<file path="src/rtl/over_screen_ctrl_pkg.sv">
// Shared constants for the game-over screen: controller state encodings
// and the saturation limit of the mm:ss play timer.
package over_screen_ctrl_pkg;

    typedef enum logic [1:0] {
        ST_IDLE   = 2'd0,
        ST_RUN    = 2'd1,
        ST_OVER   = 2'd2,
        ST_UNUSED = 2'd3
    } ctrl_state_e;

    // 99:59 in BCD; the timer holds here instead of wrapping.
    localparam logic [15:0] TIME_MAX_BCD = 16'h9959;

endpackage

</file>
<file path="src/rtl/bcd_time_counter.sv">
// Four-digit BCD mm:ss counter with per-digit carry and saturation at 99:59.
module bcd_time_counter
    import over_screen_ctrl_pkg::*;
(
    input  logic        clk,
    input  logic        rst,
    input  logic        clear,
    input  logic        inc,
    output logic [15:0] value_o
);

    logic [15:0] value_q;
    logic [15:0] value_d;

    // Next value: BCD ripple, seconds roll at 59, minutes at 99 (never reached past 99:59).
    always_comb begin
        value_d = value_q;
        if (clear) begin
            value_d = 16'h0000;
        end else if (inc && value_q != TIME_MAX_BCD) begin
            if (value_q[3:0] != 4'd9) begin
                value_d[3:0] = value_q[3:0] + 4'd1;
            end else begin
                value_d[3:0] = 4'd0;
                if (value_q[7:4] != 4'd5) begin
                    value_d[7:4] = value_q[7:4] + 4'd1;
                end else begin
                    value_d[7:4] = 4'd0;
                    if (value_q[11:8] != 4'd9) begin
                        value_d[11:8] = value_q[11:8] + 4'd1;
                    end else begin
                        value_d[11:8]  = 4'd0;
                        value_d[15:12] = value_q[15:12] + 4'd1;
                    end
                end
            end
        end
    end

    // Timer register.
    always_ff @(posedge clk) begin
        if (rst) value_q <= 16'h0000;
        else     value_q <= value_d;
    end

    assign value_o = value_q;

endmodule

</file>
<file path="src/rtl/over_screen_ctrl.sv">
// Game-over sequencer: runs the play timer, freezes it on solve, shows the
// over screen and turns a press+release on the return button into one pulse.
module over_screen_ctrl
    import over_screen_ctrl_pkg::*;
#(
    parameter int unsigned TICK_DIV = 100_000_000
) (
    input  logic        clk,
    input  logic        rst,
    input  logic        game_start,
    input  logic        game_solved,
    input  logic        MOUSE_LEFT,
    input  logic        mouse_on_return_button,
    output logic        show_over,
    output logic [15:0] time_digits,
    output logic        return_to_menu,
    output logic [1:0]  ctrl_state
);

    localparam int TW = (TICK_DIV > 1) ? $clog2(TICK_DIV) : 1;
    localparam logic [TW-1:0] TICK_LAST = TW'(TICK_DIV - 1);

    ctrl_state_e   state_q, state_d;
    logic [TW-1:0] tick_q, tick_d;
    logic          armed_q, armed_d;
    logic          mouse_q;
    logic          ret_q, ret_d;
    logic          show_q;
    logic          clear, inc;
    logic          rise, fall;

    // Edges are taken against the previous-cycle button level; since that copy is
    // refreshed every cycle, a press begun before OVER never shows up as a rise.
    assign rise = MOUSE_LEFT & ~mouse_q;
    assign fall = ~MOUSE_LEFT & mouse_q;

    // Next state, tick divider, click detector and timer controls.
    always_comb begin
        state_d = state_q;
        tick_d  = tick_q;
        armed_d = armed_q;
        ret_d   = 1'b0;
        clear   = 1'b0;
        inc     = 1'b0;
        case (state_q)
            ST_IDLE: begin
                if (game_start) begin
                    state_d = ST_RUN;
                    clear   = 1'b1;
                    tick_d  = '0;
                end
            end
            ST_RUN: begin
                // Solve takes priority and swallows a coincident second tick.
                if (game_solved) begin
                    state_d = ST_OVER;
                end else if (tick_q == TICK_LAST) begin
                    tick_d = '0;
                    inc    = 1'b1;
                end else begin
                    tick_d = tick_q + TW'(1);
                end
            end
            ST_OVER: begin
                // Release location decides: on-button confirms if armed, off-button disarms.
                if (rise && mouse_on_return_button) begin
                    armed_d = 1'b1;
                end else if (fall) begin
                    if (armed_q && mouse_on_return_button) begin
                        ret_d   = 1'b1;
                        state_d = ST_IDLE;
                        armed_d = 1'b0;
                    end else if (!mouse_on_return_button) begin
                        armed_d = 1'b0;
                    end
                end
            end
            default: begin
                state_d = ST_IDLE;
                armed_d = 1'b0;
            end
        endcase
    end

    // Controller state and registered outputs.
    always_ff @(posedge clk) begin
        if (rst) begin
            state_q <= ST_IDLE;
            tick_q  <= '0;
            armed_q <= 1'b0;
            mouse_q <= 1'b0;
            ret_q   <= 1'b0;
            show_q  <= 1'b0;
        end else begin
            state_q <= state_d;
            tick_q  <= tick_d;
            armed_q <= armed_d;
            mouse_q <= MOUSE_LEFT;
            ret_q   <= ret_d;
            show_q  <= (state_d == ST_OVER);
        end
    end

    bcd_time_counter u_time (
        .clk     (clk),
        .rst     (rst),
        .clear   (clear),
        .inc     (inc),
        .value_o (time_digits)
    );

    assign show_over      = show_q;
    assign return_to_menu = ret_q;
    assign ctrl_state     = state_q;

endmodule

</file>
<file path="config.mk">
export PLATFORM = sky130hd
export DESIGN_NAME = over_screen_ctrl
export DESIGN_NICKNAME = d
export VERILOG_FILES = /design/src/rtl/over_screen_ctrl_pkg.sv /design/src/rtl/bcd_time_counter.sv /design/src/rtl/over_screen_ctrl.sv
export SDC_FILE = /design/constraint.sdc
export NUM_CORES = 1
export LEC_CHECK = 0
export CAP_MARGIN = 30
export CORE_UTILIZATION = 25
export CTS_BUF_LIST = sky130_fd_sc_hd__clkbuf_4 sky130_fd_sc_hd__clkbuf_8
export DETAILED_ROUTE_END_ITERATION = 10
export PLACE_DENSITY = 0.43
export SLEW_MARGIN = 15
export SYNTH_ARGS = -nofsm -noshare
export SYNTH_HDL_FRONTEND = slang
export SYNTH_SLANG_ARGS = --single-unit
export TNS_END_PERCENT = 30
</file>
<file path="constraint.sdc">
create_clock -name clk -period 2.5 [get_ports clk]
set_input_delay 0.375 -clock clk [delete_from_list [all_inputs] [get_ports clk]]
set_output_delay 0.375 -clock clk [all_outputs]
set_load 0.01 [all_outputs]
</file>
==> impl_results.md, run 1 <==
* Status: complete, no violations
* Synth Instances at ~300
* Leakage at 1.05 nW
* Top-count cell post-synth: dfxtp_1
* Worst Setup End Kind: flip-flop
* DR iter-0 viols at 107
* TritonCTS buffer count at 5
* Final core utilization at 0.324
* CTS Buffer Depth at 2
* Core Region at between 0.009 and 0.01 sq mm
* CP arrival at between 2 and 3 ns
* Worst hold slack at a little under 0.5 ns
* Row Count at 36
* Fin crit share at 0.917
* CTS H-tree depth at 2
* Ys flop type: dfxtp_1
* Max cap viols at 0
* Ranking of synthesized cells by area: dfxtp_1 38%, xor2_1 5.4%, nand4_1 5.1%, nor2_1 5.0%, a21oi_1 4.1%
* Yosys Warn Count at 0
* Hold Fails Final Rpt at 0
* Worst path required time at between 2 and 3 ns
* Layout cells sized above 1 at 0.136
* Fin nets at between 300 and 400
* IO buf count at 25
* Global-route wire length before repair at around 11 mm
* Setup CP Type: flip-flop to flip-flop
* Drt first pass iters at 4
* Post-synth top area cell: dfxtp_1
* Die ar. at between 0.01 and 0.015 sq mm
* Slew at the pin closest to its max-slew limit at 0.532 ns
* Ys async rst share at 0
* Seq/Total Area, Yosys at 0.381
* GRT Resource Usage Total at 0.131
* Startpoint Class: flip-flop
* Starting Density at 0.261
* CP max FO at 7
* CTS root buffer: clkbuf_8
* PwrDens at 445 mW/mm^2
* Layout area overhead at 24.2%
* Largest net degree at the start of global routing at 19
* EDFF count, synth at 0
* Final RePlAce weighted congestion at 0.783
* Max-slew headroom at 0.641
* Skew final at about 0.0075 ns
* HP Class: flip-flop to flip-flop
* Fmax at 436 MHz
* Yosys top cell area share at 0.381
* Total chip power at 1.42 mW
* Synth top cells by count: 49 x dfxtp_1, 34 x nor2_1, 24 x nand2_1, 21 x a21oi_1, 21 x nand4_1
* Die width at 103 um
* Hold Crit Depth at 1
* Unrepaired setup endpoints after global routing: false
* Final ANT Viol Nets at 0
* Average wire per cell in the routed design at 13.3 um
* Worst r2r path cells at 5
* DRC at 0
* Syn_area_per_cell at 8.49 sq um
* Detailed-route vias per instance at 4.87
* Synthesized net count at 312
* Yosys cell types at 53
* Ant diodes at 0
* # resized after CTS at 0
* Final setup viols at 0
* Post-CTS setup buffers at 0
* Worst-Skew Late Latency at 0.30 ns
* Vias in the first global route at 2,193
* CTS clk-pin slew, worst paths at ~0.09 ns
* Final HPWL DP at 4.70 mm
* CTS tree: built
* Detailed-route via count at 2,331
* Chip height at 103 um
* Flops & latches, synth at 49
* Routed Wire Length at 6.35 mm
* Max Slew Vio Count at 0
* Clock tree sinks at 49
* Synthesized area at 0.00257 sq mm
* Grt ovf at 0
* Max VDD drop at 219 uV
* Post-layout min period at approximately 2.3 ns
* Cts hold-fix bufs at 0
* Setup_tns at 0 ns
* Ports at 26
* # fillers at about 1,100
* Initial antenna violation count at 0
==> state kept, by name, indices dropped and copies added (netlist names) <==
signal and flops:
show_over 1, armed_q 1, tick_q 27, u_time.value_o 16, return_to_menu 1, mouse_q 1, ctrl_state 2
==> layout make-up <==
type | instances | area (sq um) | area share
multi-input cells | 236 | 1510 | 0.473
flip-flops and latches | 49 | 981 | 0.307
repair buffers | 43 | 398 | 0.125
well taps | 133 | 166 | 0.0521
clock buffers | 7 | 96.3 | 0.0302
inverters | 10 | 37.5 | 0.0118
clock inverters | 1 | 5.00 | 0.00157
==> critical path, stage by stage (launching register included) <==
cell and delay [ns]:
dfxtp_1 0.38, or4b_1 0.63, nor4_4 0.26, nand3_2 0.18, or4b_2 0.62, a21oi_1 0.15
==> metrics by stage <==
step / setup WS (ns) / std cells / instance area, sq um
floorplan: 0.294 / 303 / 2570
global placement: 0.0555 / 471 / 3090
detailed placement: -0.00873 / 471 / 3090
CTS: 0.181 / 479 / 3190
global route: 0.0800 / 479 / 3190
finish: 0.208 / 479 / 3190
==> path summary, 6_finish.rpt <==
check                                             from                              to  slack, ns
worst max-delay path            tick_q[8]$_SDFFE_PP0P_  u_time.value_o[6]$_SDFFE_PP0P_       0.21
worst min-delay path            tick_q[5]$_SDFFE_PP0P_          tick_q[5]$_SDFFE_PP0P_       0.50
worst max register to register  tick_q[8]$_SDFFE_PP0P_  u_time.value_o[6]$_SDFFE_PP0P_       0.21
worst min register to register  tick_q[5]$_SDFFE_PP0P_          tick_q[5]$_SDFFE_PP0P_       0.50
==> per-layer routing <==
layer  vias up  global-route usage  share of wire
met2        40               0.206           0.45
met3         6              0.0276          0.037
met1      1095               0.182           0.51
met4         0              0.0368          0.012
li1       1190                   -              -
met5         -                   0              0
==> report_power, final <==
| part | internal, mW | total, mW | switching, mW |
|---|---|---|---|
| logic | 0.0467 | 0.108 | 0.0611 |
| registers | 0.788 | 0.796 | 0.00798 |
| clock network | 0.251 | 0.518 | 0.268 |
| total | 1.09 | 1.42 | 0.337 |
==> cell families after synthesis <==
family          count (synthesis)  share of synthesized area
buf+inv                        18                     0.0316
simple gates                  158                      0.370
flops                          49                      0.381
mux                             2                    0.00778
compound gates                 52                      0.124
fa+ha+maj                       3                     0.0146
xor+xnor                       21                     0.0715
==> cells in the final DEF (no fill, tap or decap), types with 5 or more instances in the layout <==
cell type	Yosys	layout
a21oi_1	21	21
a31oi_1	6	6
and3_1	6	6
buf_4	1	17
clkbuf_8	0	7
clkdlybuf4s50_1	0	25
dfxtp_1	49	49
inv_1	10	10
nand2_1	24	24
nand2b_1	5	5
nand3_1	13	13
nand4_1	21	21
nor2_1	34	34
nor2b_1	5	5
o21ai_0	11	11
xnor2_1	5	5
xor2_1	16	16
Note: power is estimated with default switching activity, not from simulation.
==> run 2, diff against run 1 <==
PLACE_DENSITY = 0.44   (was 0.43)
SYNTH_HIERARCHICAL = 1   (was unset)
==> run 2 against run 1 <==
Net effect:
- first-iteration DRC count is 14% lower
- combinational power decreased by 9.7%
- sequential cell count unchanged
- utilization increased by 2.1 points
- sequential share of layout area is 0.42 points lower
- critical path depth rose by 2
- final cell count up 1.9%
- via count rose by 0.51%
- area after synthesis fell by 3.7%
- non-clock buffer count rose by 15
- fmax fell by 7.8%
- clock skew up 0.0085 ns
- largest cell class unchanged
- highest routed layer unchanged
==> impl_results.md, run 2 <==
* Status: complete, no violations
* Max cap viols at 0 (unchanged)
* Ranking of synthesized cells by area: dfxtp_1 40%, nor2_1 5.3%, xnor2_1 4.2%, a21oi_1 4.0%, nand2_1 3.5%
* Ant diodes at 0 (unchanged)
* Detailed-route via count at 2,343 (+0.51%)
* Final setup viols at 0 (unchanged)
* Yosys cell types at 46 (-13%)
* Detailed-route vias per instance at 4.80 (-1.3%)
* Reg area at 982 sq um (+0.13%)
* Synth Instances at 305 (+0.66%)
* TritonCTS buffer count at 5 (unchanged)
* Worst-Skew Late Latency at 0.30 ns (about the same)
* Fin nets at 367 (+3.7%)
* CTS tree: built
* Post-layout min period at 2.49 ns (+0.193 ns)
* Initial antenna violation count at 0 (unchanged)
* Fin crit share at 0.994 (+0.0773)
* Biggest register: tick_q
* Ys async rst share at 0 (unchanged)
* Drt first pass iters at 4 (unchanged)
* Setup CP Type: flip-flop to flip-flop
* Vias in the first global route at 2,103 (-4.1%)
* Synthesized net count at 314 (+0.64%)
* GRT Resource Usage Total at 0.127 (-0.00398)
* # fillers at 1,000 (-4.9%)
* Global-route wire length before repair at 10.4 mm (-4.4%)
* Starting Density at 0.263 (+0.00221)
* Unrepaired setup endpoints after global routing: true
* Dpl cells at 478 (+1.5%)
* Fmax at 402 MHz (-7.8%)
* Yosys top cell area share at 0.396 (+0.0148)
* Post-synth top area cell: dfxtp_1
* Row Count at 35 (-2.8%)
* Syn_area_per_cell at 8.12 sq um (-4.4%)
* Skew final at 0.0159 ns (+0.00847 ns)
* Max-slew headroom at 0.590 (-0.0510)
* Seq/Total Area, Yosys at 0.396 (+0.0148)
* Yosys Warn Count at 6 (+6)
* Worst path required time at 2.75 ns (about the same)
* Most frequent cells in the layout: 48 x dfxtp_1, 35 x nor2_1, 33 x buf_4, 25 x clkdlybuf4s50_1, 22 x nand2_1
* EDFF count, synth at 0 (unchanged)
* Routed Wire Length at 6.22 mm (-2.1%)
* Synth top cells by count: 49 x dfxtp_1, 35 x nor2_1, 23 x nand2_1, 20 x a21oi_1, 17 x nand3_1
* Largest net degree at the start of global routing at 18 (-1)
* Top-count cell post-synth: dfxtp_1
* Leakage at 1.06 nW (+1.2%)
* Final ANT Viol Nets at 0 (unchanged)
* Worst Setup End Kind: flip-flop
* CTS Buffer Depth at 2 (unchanged)
* CP arrival at 2.73 ns (+0.20 ns)
* CTS H-tree depth at 2 (unchanged)
* CTS clk-pin slew, worst paths at 0.10 ns (about the same)
* Final cell count without fillers at 488 (+1.9%)
* HP Class: flip-flop to flip-flop
* DR iter-0 viols at 92 (-14%)
* Ports at 26 (unchanged)
* Final HPWL DP at 4.56 mm (-3.1%)
* Hold Fails Final Rpt at 0 (unchanged)
* Slew at the pin closest to its max-slew limit at 0.607 ns (+0.0755 ns)
* Core Region at 0.00942 sq mm (-4.6%)
* Grt ovf at 0 (unchanged)
* Die ar. at 0.0103 sq mm (-3.7%)
* Flops & latches, synth at 49 (unchanged)
* Final WS setup at 0.0148 ns (-0.193 ns)
* CTS root buffer: clkbuf_8
* Final RePlAce weighted congestion at 0.751 (-4.1%)
* Layout area overhead at 31.0%
* Max FFs per register at 27 (unchanged)
* CP max FO at 9 (+2)
* Area taken by multi-input logic gates at 0.00144 sq mm (-4.4%)
* DRC at 0 (unchanged)
* Synthesized area at 0.00248 sq mm (-3.7%)
* Die width at 102 um (-1.9%)
* Pre-CTS WS at -0.201 ns (-0.192 ns)
* Chip height at 102 um (-1.9%)
* Total chip power at 1.50 mW (+5.7%)
* IO buf count at 25 (unchanged)
* PwrDens at 463 mW/mm^2 (+4.1%)
* Average wire per cell in the routed design at 12.8 um (-3.9%)
* Ys flop type: dfxtp_1
* Clock tree sinks at 49 (unchanged)
* Startpoint Class: flip-flop
* Max Slew Vio Count at 0 (unchanged)
* Max VDD drop at 231 uV (+5.4%)
* Layout cells sized above 1 at 0.164 (+0.0285)
* Most common cell after layout, fill and taps aside: dfxtp_1
## run 2: final timing paths
path	from	end	depth (start not counted)	slack, ns
setup / recovery	tick_q[11]$_SDFFE_PP0P_	u_time/value_o[15]$_SDFFE_PP0P_	7	0.01
hold / removal	tick_q[26]$_SDFFE_PP0P_	tick_q[26]$_SDFFE_PP0P_	1	0.49
setup reg to reg	tick_q[11]$_SDFFE_PP0P_	u_time/value_o[15]$_SDFFE_PP0P_	7	0.01
hold reg to reg	tick_q[26]$_SDFFE_PP0P_	tick_q[26]$_SDFFE_PP0P_	1	0.49
## run 2: kinds of logic (layout without fill, tap and decap cells)
group / Yosys count / after routing / synth area share
adder cells (fa/ha/maj): 3 / 3 / 0.0152
buffers and inverters: 22 / 76 / 0.0389
flip-flops: 49 / 49 / 0.396
AO/OA/AOI/OAI: 58 / 58 / 0.140
multiplexers: 1 / 1 / 0.00404
XOR/XNOR: 18 / 18 / 0.0637
AND/OR/NAND/NOR: 154 / 154 / 0.342
## run 2: report_power, final
group / switching [mW] / leakage (nW) / internal, mW
clock network: 0.272 / 0.0619 / 0.338
registers: 0.00812 / 0.396 / 0.788
logic: 0.0590 / 0.605 / 0.0385
## run 2: layer usage
layer  GRT usage  up-vias  part of all wire
li1            -     1207                 -
met1       0.180     1083              0.52
met2       0.196       48              0.44
met3      0.0255        5             0.036
met4      0.0334        0             0.010
met5           0        -                 0
## run 2: final cells by class
cell class	instances	area share
clock buffers	7	0.0278
well taps	129	0.0498
inverters	10	0.0116
repair buffers	58	0.154
flip-flops and latches	49	0.303
clock inverters	1	0.00926
multi-input cells	234	0.445
## run 2: stage by stage
stage	setup TNS (ns)	hold slack, ns	utilization	cell area, sq um
after floorplan	-0.515	0.439	-	2490
after global placement	-0.946	0.456	0.327	3080
after detailed placement	-0.892	0.466	0.327	3080
after CTS	-0.00840	0.484	0.340	3210
after global routing	-0.505	0.523	0.344	3240
final	0	0.490	0.344	3240
## run 2: worst max-delay path, stage by stage (launching register included)
cell     delay [ns]
dfxtp_1        0.32
or4b_4         0.53
or4_4          0.46
nor4_4         0.18
nand2_2        0.08
or3_4          0.42
or3_1          0.33
a21oi_2        0.12
## run 2: timing repair
item,CTS,global route
endpoints found under the setup margin,12,13
pin swaps,1,1
resized for setup,1,6
buffers inserted,0,2
hold buffers,0,0
